## config.mk

```make
export PLATFORM = sky130hd
export DESIGN_NAME = sub_bytes_sequencer
export DESIGN_NICKNAME = d
export VERILOG_FILES = /design/src/rtl/sub_bytes_sequencer_pkg.sv /design/src/rtl/byte_substitution_algorithm.sv /design/src/rtl/sub_bytes_sequencer.sv
export SDC_FILE = /design/constraint.sdc
export NUM_CORES = 2
export LEC_CHECK = 0
export CAP_MARGIN = 20
export CORE_MARGIN = 3
export CORE_UTILIZATION = 30
export CTS_BUF_LIST = sky130_fd_sc_hd__clkbuf_8
export DETAILED_ROUTE_END_ITERATION = 10
export PLACE_DENSITY = 0.56
export SYNTH_ARGS = -nofsm -noshare
export SYNTH_HDL_FRONTEND = slang
export SYNTH_HIERARCHICAL = 1
export SYNTH_SLANG_ARGS = --single-unit
```

## constraint.sdc

```tcl
create_clock -name i_clock -period 23.7 [get_ports i_clock]
set_clock_uncertainty 0.2 [all_clocks]
set_input_delay 3.555 -clock i_clock [delete_from_list [all_inputs] [get_ports i_clock]]
set_output_delay 3.555 -clock i_clock [all_outputs]
set_load 0.01 [all_outputs]
```

## src/rtl/sub_bytes_sequencer_pkg.sv

```systemverilog
// Shared constants, FSM encoding and GF(2^8) S-box arithmetic for the sub_bytes_sequencer slice.
package sub_bytes_sequencer_pkg;

   localparam int NB_BYTE_C     = 8;
   localparam int NB_STATE_C    = 128;
   localparam int N_STATE_BYTES = 16;

   // Encoding 2'd3 is unused and is treated as IDLE by the sequencer.
   typedef enum logic [1:0] {
      ST_IDLE = 2'd0,
      ST_RUN  = 2'd1,
      ST_DONE = 2'd2
   } fsm_state_t;

   function automatic logic [7:0] gf_mul(input logic [7:0] a, input logic [7:0] b);
      logic [7:0] prod;
      logic [7:0] x;
      prod = 8'h00;
      x    = a;
      for (int i = 0; i < 8; i++) begin
         if (b[i]) prod = prod ^ x;
         x = {x[6:0], 1'b0} ^ (x[7] ? 8'h1b : 8'h00);
      end
      return prod;
   endfunction

   // Multiplicative inverse as x^254; zero maps to zero naturally.
   function automatic logic [7:0] gf_inv(input logic [7:0] a);
      logic [7:0] sq;
      logic [7:0] acc;
      sq  = a;
      acc = 8'h01;
      for (int i = 1; i < 8; i++) begin
         sq  = gf_mul(sq, sq);
         acc = gf_mul(acc, sq);
      end
      return acc;
   endfunction

   function automatic logic [7:0] sbox_byte(input logic [7:0] a);
      logic [7:0] b;
      b = gf_inv(a);
      return b ^ {b[6:0], b[7]} ^ {b[5:0], b[7:6]} ^ {b[4:0], b[7:5]} ^ {b[3:0], b[7:4]} ^ 8'h63;
   endfunction

endpackage

```

## src/rtl/byte_substitution_algorithm.sv

```systemverilog
// Single AES S-box lane; optional output register selected by CREATE_OUTPUT_REG.
module byte_substitution_algorithm
   import sub_bytes_sequencer_pkg::*;
#(
   parameter int NB_BYTE           = 8,
   parameter bit CREATE_OUTPUT_REG = 1'b0
) (
   input  logic               i_clock,
   input  logic               i_reset,
   input  logic               i_valid,
   input  logic [NB_BYTE-1:0] i_byte,
   output logic [NB_BYTE-1:0] o_byte,
   output logic               o_valid
);

   logic [NB_BYTE-1:0] sub_byte;

   assign sub_byte = NB_BYTE'(sbox_byte(i_byte[7:0]));

   generate
      if (CREATE_OUTPUT_REG) begin : g_reg
         always_ff @(posedge i_clock) begin
            if (i_reset) begin
               o_byte  <= '0;
               o_valid <= 1'b0;
            end else begin
               o_byte  <= sub_byte;
               o_valid <= i_valid;
            end
         end
      end else begin : g_comb
         logic unused_clock_reset;
         assign unused_clock_reset = i_clock ^ i_reset;
         assign o_byte  = sub_byte;
         assign o_valid = i_valid;
      end
   endgenerate

endmodule

```

## src/rtl/sub_bytes_sequencer.sv

```systemverilog
// Iterative SubBytes: N_LANES S-boxes per clock over a 128-bit state, one state in flight.
// Optional macro SUB_BYTES_SEQ_STALL_EN holds DONE until the consumer asserts i_ready.
module sub_bytes_sequencer
   import sub_bytes_sequencer_pkg::*;
#(
   parameter int NB_BYTE  = 8,
   parameter int NB_STATE = 128,
   parameter int N_LANES  = 4
) (
   input  logic                i_clock,
   input  logic                i_reset,
   input  logic [NB_STATE-1:0] i_state,
   input  logic                i_valid,
   output logic                o_ready,
   output logic [NB_STATE-1:0] o_state,
   output logic                o_valid,
   input  logic                i_ready
);

   localparam int N_ITER = N_STATE_BYTES / N_LANES;
   localparam int CNT_W  = (N_ITER > 1) ? $clog2(N_ITER) : 1;
   localparam logic [CNT_W-1:0] CNT_LAST = CNT_W'(N_ITER - 1);

   generate
      if (NB_BYTE != NB_BYTE_C || NB_STATE != NB_STATE_C ||
          !(N_LANES == 1 || N_LANES == 2 || N_LANES == 4 || N_LANES == 8 || N_LANES == 16)) begin : g_bad_conf
         $error("BAD_CONF: sub_bytes_sequencer needs NB_BYTE=8, NB_STATE=128, N_LANES in {1,2,4,8,16}");
      end
   endgenerate

   fsm_state_t          state;
   fsm_state_t          state_next;
   logic [CNT_W-1:0]    cnt;
   logic [CNT_W-1:0]    cnt_next;
   logic [NB_STATE-1:0] work;
   logic [NB_STATE-1:0] work_next;
   logic [NB_BYTE-1:0]  lane_in  [N_LANES];
   logic [NB_BYTE-1:0]  lane_out [N_LANES];
   logic [N_LANES-1:0]  unused_lane_valid;
   logic                ready_raw;

   // Lane j works on byte cnt*N_LANES+j, so byte 0 is substituted first.
   always_comb begin
      for (int j = 0; j < N_LANES; j++) begin
         lane_in[j] = work[(int'(cnt) * N_LANES + j) * NB_BYTE +: NB_BYTE];
      end
   end

   generate
      for (genvar j = 0; j < N_LANES; j++) begin : g_lane
         byte_substitution_algorithm #(
            .NB_BYTE           (NB_BYTE),
            .CREATE_OUTPUT_REG (1'b0)
         ) u_sbox (
            .i_clock (i_clock),
            .i_reset (i_reset),
            .i_valid (1'b1),
            .i_byte  (lane_in[j]),
            .o_byte  (lane_out[j]),
            .o_valid (unused_lane_valid[j])
         );
      end
   endgenerate

`ifndef SUB_BYTES_SEQ_STALL_EN
   logic unused_ready;
   assign unused_ready = i_ready;
`endif

   always_ff @(posedge i_clock) begin
      if (i_reset) begin
         state <= ST_IDLE;
         cnt   <= '0;
         work  <= '0;
      end else begin
         state <= state_next;
         cnt   <= cnt_next;
         work  <= work_next;
      end
   end

   always_comb begin
      state_next = state;
      cnt_next   = cnt;
      work_next  = work;
      ready_raw  = 1'b0;
      o_valid    = 1'b0;
      case (state)
         ST_RUN: begin
            for (int j = 0; j < N_LANES; j++) begin
               work_next[(int'(cnt) * N_LANES + j) * NB_BYTE +: NB_BYTE] = lane_out[j];
            end
            if (cnt == CNT_LAST) begin
               state_next = ST_DONE;
               cnt_next   = '0;
            end else begin
               cnt_next = cnt + 1'b1;
            end
         end
         ST_DONE: begin
            o_valid = 1'b1;
`ifdef SUB_BYTES_SEQ_STALL_EN
            if (i_ready) state_next = ST_IDLE;
`else
            state_next = ST_IDLE;
`endif
         end
         default: begin
            ready_raw = 1'b1;
            if (i_valid) begin
               work_next  = i_state;
               cnt_next   = '0;
               state_next = ST_RUN;
            end else begin
               state_next = ST_IDLE;
            end
         end
      endcase
   end

   // Ready is masked by reset so an upstream source never handshakes into a flushing block.
   assign o_ready = ready_raw & ~i_reset;
   assign o_state = work;

endmodule

```

==> flow_summary.yaml <==
global_route:
  grt_pass1_vias: 61100
  grt_max_degree: 85
  grt_overflow: 0
  grt_pass1_wl_mm: 367
  antenna_found_initial: 21
  grt_use_total: 0.195
sta:
  fin_crit_sh: 0.865
  worst_pin_slew_ns: 1.15
  fmax_mhz: 48.8
  final.setup.tns_ns: 0
  setup_viol: 0
  slew_headroom: 0.230
  period_needed_ns: 20.51
  final_max_slew_viol_count: 0
  hold_violations: 0
  rsz0062_at_grt: "no"
placed_design:
  place_hpwl_mm: 173
  numPortBuffers: 260
  gp_congestion: 0.908
clocking:
  cts.sinks: 132
  worst_skew_pair.late_latency_ns: 0.61
  htree_num_levels: 4
  cts_buffers: 17
  cts_tree: "yes"
  cts_setup_buffers: 0
  holdBufCountCts: 0
  root_buffer: "clkbuf_8"
  cts_resized: 0
  clockBufferDepth: 2
  clk_pin_slew_ns: 0.14
die:
  core_area_sq_um: 225000
  ios: 262
  dieWidth_microns: 483
  die_area_sq_um: 233000
  start_util: 0.302
  rows: 174
  fp.dieH_microns: 483
setup_path:
  r2r_cells: 54
  rr_endpoint: "o_state[57]"
  max_stage_delay_ns: 0.90
  start_kind: "flop"
  critPathCaptureType: "flop"
  r2r_slack_ns: 3.19
  critPathArrivalTime_ns: 20.81
  critPathMostFrequentCell: "xnor3_1"
  crit_slowest_cell: "xnor3_1"
  required_ns: 24.00
  r2r-start: "cnt[0]"
  critPathKind: "reg2reg"
  path_max_fanout: 24
drt:
  drt-pass1-iter-count: 6
  wl_per_cell_microns: 20.6
  drc_errors: 0
  vias: 64100
  wirelength_mm: 238
  viasPerCell: 5.53
  ant_nets: 0
  first_iter_violations: 5603
min_path:
  hold_class: "reg2reg"
  hold_path_depth: 2
  min-delay-start: "o_state[95]"
  min_to: "o_state[95]"
synth:
  ys_warn_count: 6
  mappedNetlistNets: 8817
  synth.cell_area_sq_um: 68200
  syn_inst: 8650
  synth.avg_cell_area_sq_um: 7.88
cells_and_area:
  final_common_cell: "xnor2_1"
  layout-drive-gt1-share: 0.110
  area_growth_pct: 9.36
  mostFrequentLayoutCells: "1,319 x xnor2_1, 1,086 x nor2_1, 815 x nand2_1, 368 x xnor3_1, 363 x a21oi_1"
  nNetsFinal: 8716
job:
  max_cap_violations: 0
run_status:
  status: "finished, final reports clean"
[per-stage QoR]
step / hold WS [ns] / worst slack (ns) / utilization / instances / cell area (sq um)
after global placement: 0.258 / 3.71 / 0.328 / 11500 / 74000
after global routing: 0.300 / 1.90 / 0.331 / 11600 / 74500
after detailed placement: 0.262 / 3.35 / 0.328 / 11500 / 74000
after floorplan: 0.285 / 7.08 / - / 8650 / 68200
final: 0.280 / 3.19 / 0.331 / 11600 / 74500
after CTS: 0.277 / 3.26 / 0.330 / 11500 / 74400
[how the worst max path moves through the flow]
stage	from	to	slack (ns)	cells after the start
global route	cnt[0]	o_state[40]	1.90	56
finish	cnt[0]	o_state[57]	3.19	54
CTS	cnt[0]	o_state[40]	3.26	54
global placement	cnt[0]	o_state[1]	3.71	52
floorplan	cnt[0]	o_state[6]	7.08	62
detailed placement	cnt[0]	o_state[40]	3.35	54
[registers in the layout, indices dropped and copies added (netlist names)]
name     flops
cnt          2
state        2
o_state    128
[final cells by class]
cell class,instances,area (sq um)
clock inverters,15,164
diodes,36,90.1
inverters,188,708
flip-flops and latches,132,2650
repair buffers,528,4620
fillers,23600,151000
clock buffers,17,234
well taps,2992,3740
multi-input cells,7682,62300
[critical path, delay by kind of cell, from the launching register on]
family                     cells  cell delay (ns)
muxes                          1             0.87
and+or+nand+nor               10             1.99
buffers and inverters          5             1.65
adders and majority gates      3             1.82
AOI/OAI and AO/OA              8             1.91
DFF                            1             0.70
xor gates and xnor gates      27            11.16
[routing by layer]
layer / global-route usage / up-vias / share of wire
li1: - / 30300 / -
met1: 0.256 / 31100 / 0.42
met2: 0.324 / 2437 / 0.47
met3: 0.0175 / 306 / 0.058
met4: 0.0903 / 0 / 0.045
met5: 0 / - / 0
Power is not shown: default switching activity piles up to over one toggle a cycle in this logic, so the estimate is an artifact.
